[src/rtl/instr_fetch_unit.sv]
// RV32 fetch stage: owns the PC, issues one req/gnt/rvalid fetch at a time and
// holds the fetched instruction for decode until the core retires it.
module instr_fetch_unit #(
    parameter int unsigned              DATA_WIDTH = 32,
    parameter logic [DATA_WIDTH-1:0]    RESET_PC   = '0
) (
    input  logic                  clk,
    input  logic                  rstn,
    input  logic                  en,
    output logic                  imem_req,
    output logic [DATA_WIDTH-1:0] imem_addr,
    input  logic                  imem_gnt,
    input  logic                  imem_rvalid,
    input  logic [DATA_WIDTH-1:0] imem_rdata,
    input  logic                  retire,
    input  logic                  PCSrc,
    input  logic [DATA_WIDTH-1:0] PCTarget,
    output logic [DATA_WIDTH-1:0] instr,
    output logic                  instr_valid,
    output logic [6:0]            op,
    output logic [2:0]            funct3,
    output logic                  funct7,
    output logic [DATA_WIDTH-1:0] PC,
    output logic [DATA_WIDTH-1:0] PCPlus4,
    output logic                  misaligned
);

    localparam logic [DATA_WIDTH-1:0] NOP_INSTR = DATA_WIDTH'(32'h0000_0013);

    typedef enum logic [2:0] {
        IDLE,
        REQ,
        WAIT,
        HOLD,
        FAULT
    } state_e;

    state_e                state_q, state_d;
    logic [DATA_WIDTH-1:0] pc_q, pc_d;
    logic [DATA_WIDTH-1:0] instr_q, instr_d;
    logic [DATA_WIDTH-1:0] pc_plus4;

    assign pc_plus4 = pc_q + DATA_WIDTH'(4);

    // NOTE: state registers use non-blocking assignments so every flop samples pre-edge values.
    always_ff @(posedge clk or negedge rstn) begin
        if (!rstn) begin
            state_q <= IDLE;
            pc_q    <= RESET_PC;
            instr_q <= NOP_INSTR;
        end else begin
            state_q <= state_d;
            pc_q    <= pc_d;
            instr_q <= instr_d;
        end
    end

    // NOTE: every variable gets a default before the case so no path infers a latch.
    always_comb begin
        state_d = state_q;
        pc_d    = pc_q;
        instr_d = instr_q;
        case (state_q)
            IDLE: begin
                if (en) state_d = REQ;
            end
            REQ: begin
                // A grant wins over a same-cycle disable: the request is already accepted.
                if (imem_gnt)  state_d = WAIT;
                else if (!en)  state_d = IDLE;
            end
            WAIT: begin
                if (imem_rvalid) begin
                    instr_d = imem_rdata;
                    state_d = HOLD;
                end
            end
            HOLD: begin
                if (retire && en) begin
                    if (!PCSrc) begin
                        pc_d    = pc_plus4;
                        state_d = REQ;
                    end else if (PCTarget[1:0] == 2'b00) begin
                        pc_d    = PCTarget;
                        state_d = REQ;
                    end else begin
                        state_d = FAULT;
                    end
                end
            end
            FAULT: begin
                state_d = FAULT;
            end
            default: begin
                state_d = IDLE;
            end
        endcase
    end

    assign imem_req    = (state_q == REQ);
    assign imem_addr   = pc_q;
    assign instr_valid = (state_q == HOLD);
    assign misaligned  = (state_q == FAULT);
    assign instr       = instr_valid ? instr_q : NOP_INSTR;
    assign PC          = pc_q;
    assign PCPlus4     = pc_plus4;
    assign op          = instr[6:0];
    assign funct3      = instr[14:12];
    assign funct7      = instr[30];

endmodule

[config.mk]
export PLATFORM = sky130hd
export DESIGN_NAME = instr_fetch_unit
export DESIGN_NICKNAME = d
export VERILOG_FILES = /design/src/rtl/instr_fetch_unit.sv
export SDC_FILE = /design/constraint.sdc
export NUM_CORES = 1
export LEC_CHECK = 0
export CAP_MARGIN = 20
export CELL_PAD_IN_SITES_DETAIL_PLACEMENT = 2
export CELL_PAD_IN_SITES_GLOBAL_PLACEMENT = 2
export CORE_ASPECT_RATIO = 1.1
export CORE_MARGIN = 3
export CORE_UTILIZATION = 22
export CTS_CLUSTER_DIAMETER = 80
export CTS_CLUSTER_SIZE = 25
export DETAILED_ROUTE_END_ITERATION = 16
export PLACE_DENSITY_LB_ADDON = 0.1
export SYNTH_ARGS = -nofsm -noshare
export SYNTH_HDL_FRONTEND = slang
export SYNTH_SLANG_ARGS = --single-unit
[constraint.sdc]
create_clock -name clk -period 2 [get_ports clk]
set_input_delay 0.4 -clock clk [delete_from_list [all_inputs] [get_ports clk]]
set_output_delay 0.4 -clock clk [all_outputs]
set_load 0.1 [all_outputs]
==> run summary, run 1 <==
Status -> finished, violations left
FFs w/ async S/R, synth -> 100.0%
HP Start -> instr_q[5]
Share of cells above drive strength 1 -> 63.06%
GRT Util Overall -> 21.50%
GP Congestion -> 0.8266
Initial Util -> 22.51%
Pre-antenna DRT Iters -> 4
Detailed-route wire length -> 29520 um
Area grow syn2layout -> 131.3%
Area contributors post-synth -> dfrtp_1 (32%), mux2_2 (7.4%), buf_4 (7.2%)
Core area -> 22250 um2
Starting DRT DRC Count -> 194
CP endpoint -> PCPlus4[25]
Clk_lat worst skew -> 0.36 ns
Arr. time, crit path -> 2.14 ns
Final Worst Setup Slack -> -0.5370 ns
H-tree levels -> 3
Synth Register Bits -> 67
Post-Synthesis Net Count -> 614
Area of the multi-input gates -> 3760 um2
Clock-pin slew on the worst setup and hold paths -> 0.06 ns
Antenna Cells -> 0
Yosys warns -> 0
Fin. max-slew vios -> 0
Commonest register cell after synthesis -> dfrtp_1
CTS Buf Count -> 9
Leak -> 4.897 nW
Hold Slack -> 0.5098 ns
Post-Layout Cell Count -> 1145
Wire length per cell -> 25.78 um
I/O pin count -> 213
Vias in the first global route -> 6514
CTS tree -> yes
Clock Skew -> 0.01818 ns
Mapped Avg Cell Area -> 9.241 um2
First-pass GRT wire length -> 40390 um
R2R Setup Slk -> -0.07 ns
CP Capture Type -> output pin
Crit path max fanout -> 8
Via density -> 5.094
Startpoint Class -> flip-flop
Die footprint -> 24610 um2
Max-cap viol count -> 0
Synth unique cells -> 64
Pin count of the biggest net entering global routing -> 64
Critical setup path kind -> flip-flop to output pin
Remaining Overflow, GRT -> 0
Failing checks -> negative setup slack
RSZ-0062 raised after global routing -> yes
Row count -> 57
Initial antenna violation count -> 1
Placed Cells -> 1066
Rel. slew slack -> 64.55%
EDFF count, synth -> 0
Worst slack at placement -> -0.3082 ns
Synthesized area -> 5009 um2
Die height -> 164.3 um
Post-DP HPWL -> 18550 um
Seq/Total Area, Yosys -> 33.55%
Tightest Pin Transition -> 0.5311 ns
Remaining routing DRC violations -> 0
Max VDD drop -> 680.0 uV
F_max -> 394.2 MHz
ANT nets after route -> 0
RR Endpoint -> PC[11]
Final setup fails -> 84
Die Wd -> 149.9 um
Port Buffers -> 212
Reg2reg start -> state_q[2]
Post-synth top area share -> 31.98%
Final hold vios -> 0
Fin crit share -> 126.8%
PD cells -> 1381 nW/um2
CTS sink count -> 67
Fin crit period -> 2.537 ns
CTS root buf -> clkbuf_16
Via count -> 5833
Cells after Synth -> 542
Fill cell count -> 2109
Critical path data required time -> 1.60 ns
Register area -> 1785 um2
Reg2Reg Depth -> 10
Final core utilization -> 52.05%
Nets -> 917
Hold Crit Class -> flip-flop to flip-flop
Synth area leader -> dfrtp_1
Longest Clk Path Bufs -> 2
Depth of the worst hold-timing path -> 1
Crit path from -> PC[3]
-- repair_timing --
action / CTS / global route
pin swaps: 51 / 34
gates resized for setup: 74 / 64
gates cloned: 5 / 1
setup buffers: 29 / 32
endpoints found under the hold margin: 6 / 0
setup endpoints to repair: 70 / 97
hold buffers: 1 / 0
-- through the flow --
step / power [W] / setup TNS [ns] / area [um2]
3_5_place_dp: 0.01301 / -8.224 / 10150
4_1_cts: 0.01566 / -12.75 / 11080
6_report: 0.01600 / -16.32 / 11580
3_3_place_gp: 0.01274 / -5.205 / 10150
5_1_grt: 0.01648 / -20.79 / 11580
2_1_floorplan: 0.009494 / -15.03 / 6195
-- registers in the layout (all words and copies together), names as in the netlist --
| register | flops |
|---|---|
| state_q | 3 |
| instr_q | 32 |
| PC | 32 |
-- logic make-up (layout without fill, tap and decap cells) --
logic type / Yosys count / in the layout / synth area share, %
and+or+nand+nor: 179 / 180 / 22.01
buffers and inverters: 117 / 424 / 13.24
AOI/OAI and AO/OA: 109 / 109 / 17.04
DFF: 67 / 67 / 33.55
muxes: 41 / 41 / 9.018
xor gates and xnor gates: 28 / 28 / 4.896
adders and majority gates: 1 / 1 / 0.2498
-- synth_stat cells, types with 9 or more instances --
cell type	number
nor4_1	20
buf_4	48
buf_2	24
a21oi_1	13
mux2_2	33
xor2_1	9
o22ai_1	9
and2_1	35
a32o_1	20
inv_1	13
dfrtp_1	64
nand3_1	12
nand4_1	12
xnor2_1	19
nor3_1	18
clkbuf_1	23
nand2_1	24
nor2_1	17
-- power by group --
| part | internal [W] | switching [W] |
|---|---|---|
| logic | 0.00470 | 0.00731 |
| clock network | 0.00110 | 0.000703 |
| registers | 0.00185 | 0.000344 |
| total | 0.00764 | 0.00836 |
-- critical path, cell delays in order (launching register included) --
cell,delay (ns)
dfrtp_4,0.46
nand4_4,0.12
nor4_4,0.43
buf_12,0.21
and2_4,0.19
xor2_4,0.18
buf_12,0.19
-- cell type report --
| cell class | instances | area share, % |
|---|---|---|
| Clock buffer | 10 | 1.977 |
| Clock inverter | 6 | 0.7886 |
| Inverter | 13 | 0.4213 |
| Multi-Input combinational cell | 359 | 32.46 |
| Sequential cell | 67 | 15.42 |
| Tap cell | 295 | 3.187 |
| Timing Repair Buffer | 395 | 45.75 |
-- per-layer routing --
layer  vias up  wire length, um  global-route usage, %
met3        61             1653                  4.332
met5         -               13                      0
met4         2              966                  7.072
met2       227            15930                  39.73
met1      2975            10960                  24.62
li1       2568                -                      -
-- worst min path at each step --
stage | slack, ns | endpoint
final | 0.51 | instr_q[5]
after global routing | 0.52 | instr_q[5]
after global placement | 0.37 | instr_q[11]
after detailed placement | 0.37 | instr_q[6]
after floorplan | 0.10 | PC[0]
after CTS | 0.51 | instr_q[30]
-- cell usage in the layout (no fill, tap or decap), types with 7 or more instances in the layout --
cell type / instances
inv_1: 12
nor3_1: 8
a32o_1: 18
xnor2_4: 19
o22ai_1: 9
a21oi_1: 13
clkdlybuf4s50_1: 67
nor2_1: 12
dfrtp_4: 27
buf_6: 33
mux2_2: 33
xor2_4: 8
mux2i_1: 8
nand4_1: 12
nor4_1: 11
buf_12: 156
and4_1: 7
nand3_4: 8
dfrtp_1: 34
clkbuf_16: 10
and2_4: 32
nand2_1: 18
nand2_4: 7
nor4_4: 9
buf_4: 131
Note: power is estimated with default switching activity, not from simulation.
==> run 2: changes to the inputs <==
GPL_TIMING_DRIVEN = 1   (was unset)
==> results of run 2 <==
Final layout, timing and power as in run 1 (identical DEF).
==> run 3: changes to the inputs <==
GPL_ROUTABILITY_DRIVEN = 0   (was unset)
==> run 3 against run 2 <==
The run still ends with negative setup slack left. Register-to-register slack improved by 0.11 ns. Worst hold slack got worse by 0.0011 ns. Worst setup slack improved by 0.0028 ns. Global-route usage barely moved. Sequential cell count did not move. Via count fell by 2.7%. Final area fell by 1.8%. Sequential share of layout area rose by 0.28 points. Power fell by 1.2%. Sequential power barely moved. Wire length fell by 7.1%. Critical endpoint is now PCPlus4[26].
==> run summary, run 3 (synthesis gave the netlist of run 1 again) <==
Fin crit share -> 126.7%
HP Start -> instr_q[30]
Final Worst Setup Slack -> -0.5342 ns
GRT busiest layer -> met2
Die height -> 164.3 um
Rel. slew slack -> 66.75%
CTS root buf -> clkbuf_16
Reg power frac -> 13.8%
Reg2reg start -> PC[2]
Die Wd -> 149.9 um
Post-DP HPWL -> 18790 um
RR Endpoint -> PC[14]
Most frequent cells in the layout -> buf_12 (150), buf_4 (133), clkdlybuf4s50_1 (67)
CTS sink count -> 67
H-tree levels -> 3
Crit path max fanout -> 6
Fin crit period -> 2.534 ns
Hold Crit Class -> flip-flop to flip-flop
Critical path data required time -> 1.60 ns
CTS tree -> yes
Failing checks -> negative setup slack
Max-cap viol count -> 0
Remaining routing DRC violations -> 0
Antenna Cells -> 0
Row count -> 57
Fill cell count -> 2136
Initial Util -> 22.51%
Via count -> 5675
Nets -> 906
Clock network power share -> 12.8%
Clock Skew -> 0.008363 ns
First-pass GRT wire length -> 40640 um
Via density -> 5.004
Hold Slack -> 0.5087 ns
Pwr Total -> 0.01581 W
Tightest Pin Transition -> 0.4981 ns
Die footprint -> 24610 um2
ANT nets after route -> 0
Fin. max-slew vios -> 0
RSZ-0062 raised after global routing -> yes
GRT Util Overall -> 21.53%
Status -> finished, violations left
Remaining Overflow, GRT -> 0
Met3 Use GR -> 4.663%
Leak -> 4.784 nW
Max VDD drop -> 668.5 uV
Pin count of the biggest net entering global routing -> 64
Sw Pwr -> 0.008142 W
Startpoint Class -> flip-flop
CP Capture Type -> output pin
Critical setup path kind -> flip-flop to output pin
PD cells -> 1390 nW/um2
Final setup fails -> 73
Final hold vios -> 0
F_max -> 394.6 MHz
CP endpoint -> PCPlus4[26]
GR Util met1 -> 25.65%
Pint -> 0.007671 W
Clock-pin slew on the worst setup and hold paths -> 0.06 ns
R2R Setup Slk -> 0.04 ns
Crit path from -> PC[2]
Reg2Reg Depth -> 9
Commonest non-fill, non-tap cell in the layout -> buf_12
Met2 Usage GRT -> 39.13%
Detailed-route wire length -> 27430 um
Core area -> 22250 um2
Share of cells above drive strength 1 -> 61.74%
Setup TNS -> -14.60 ns
Longest Clk Path Bufs -> 2
Area grow syn2layout -> 127.1%
CTS Buf Count -> 9
Logic pwr share -> 73.3%
Arr. time, crit path -> 2.13 ns
I/O pin count -> 213
Clk_lat worst skew -> 0.34 ns
Starting DRT DRC Count -> 221
Wire length per cell -> 24.19 um
Vias in the first global route -> 6481
Pre-antenna DRT Iters -> 4
Sw frac -> 51.49%
Port Buffers -> 212
Initial antenna violation count -> 0
run 3: cell types whose count changed in the layout (fill, tap and decap cells not counted), moves of 3 or more:
cell / delta
a22oi_2: -3
o21ai_0: +3
nor3_4: -3
buf_12: -6
a22oi_1: +3
o21ai_1: -3
clkinvlp_4: -3
buf_6: -6
run 3: worst min-delay path by stage:
stage | end | slack (ns) | cells past startpoint
after floorplan | PC[0] | 0.10 | 0
after global placement | instr_q[11] | 0.36 | 1
after detailed placement | instr_q[5] | 0.37 | 1
after CTS | instr_q[20] | 0.51 | 1
after global routing | instr_q[8] | 0.54 | 1
final | instr_q[30] | 0.51 | 1
run 3: power by group through the flow:
stage / logic [W] / registers, W / clock network (W)
after global routing: 0.0120 / 0.00224 / 0.00214
after detailed placement: 0.0108 / 0.00217 / 0
after global placement: 0.0106 / 0.00211 / 0
after floorplan: 0.00693 / 0.00257 / 0
final: 0.0116 / 0.00219 / 0.00203
after CTS: 0.0114 / 0.00216 / 0.00205
run 3: area by class of cell:
type	count	area (um2)	share of cell area, %
clock buffers	10	229.0	2.013
clock inverters	6	137.6	1.210
inverters	13	51.30	0.4510
multi-input cells	359	3702	32.55
flip-flops and latches	67	1785	15.70
well taps	295	369.1	3.245
repair buffers	384	5099	44.83
run 3: what timing repair did:
action / 4_1_cts / 5_1_grt
setup buffers: 26 / 26
endpoints found under the hold margin: 6 / 0
resized for setup: 57 / 46
cloned: 4 / 1
hold buffers: 1 / 0
endpoints found under the setup margin: 71 / 86
pin swaps: 28 / 35
run 3: through the flow:
stage	cell area (um2)	worst slack, ns	utilization, %	cells
detailed placement	10150	-0.2732	45.64	1067
global route	11370	-0.6374	51.11	1134
CTS	11020	-0.4771	49.54	1113
finish	11370	-0.5342	51.11	1134
floorplan	6195	-0.6706	-	542
global placement	10150	-0.2419	45.64	1067
run 3: per-layer routing:
metal | part of all wire [%] | wire length (um)
met5 | 0 | 0
met4 | 1.8 | 482
met3 | 5.7 | 1568
met2 | 54 | 14860
met1 | 38 | 10520
run 3: critical path: stages (launching register included):
cell,delay [ns]
dfrtp_4,0.45
ha_4,0.17
nand4_4,0.17
buf_12,0.19
nor4_4,0.15
buf_6,0.19
nand2_4,0.08
xnor2_4,0.18
buf_12,0.19
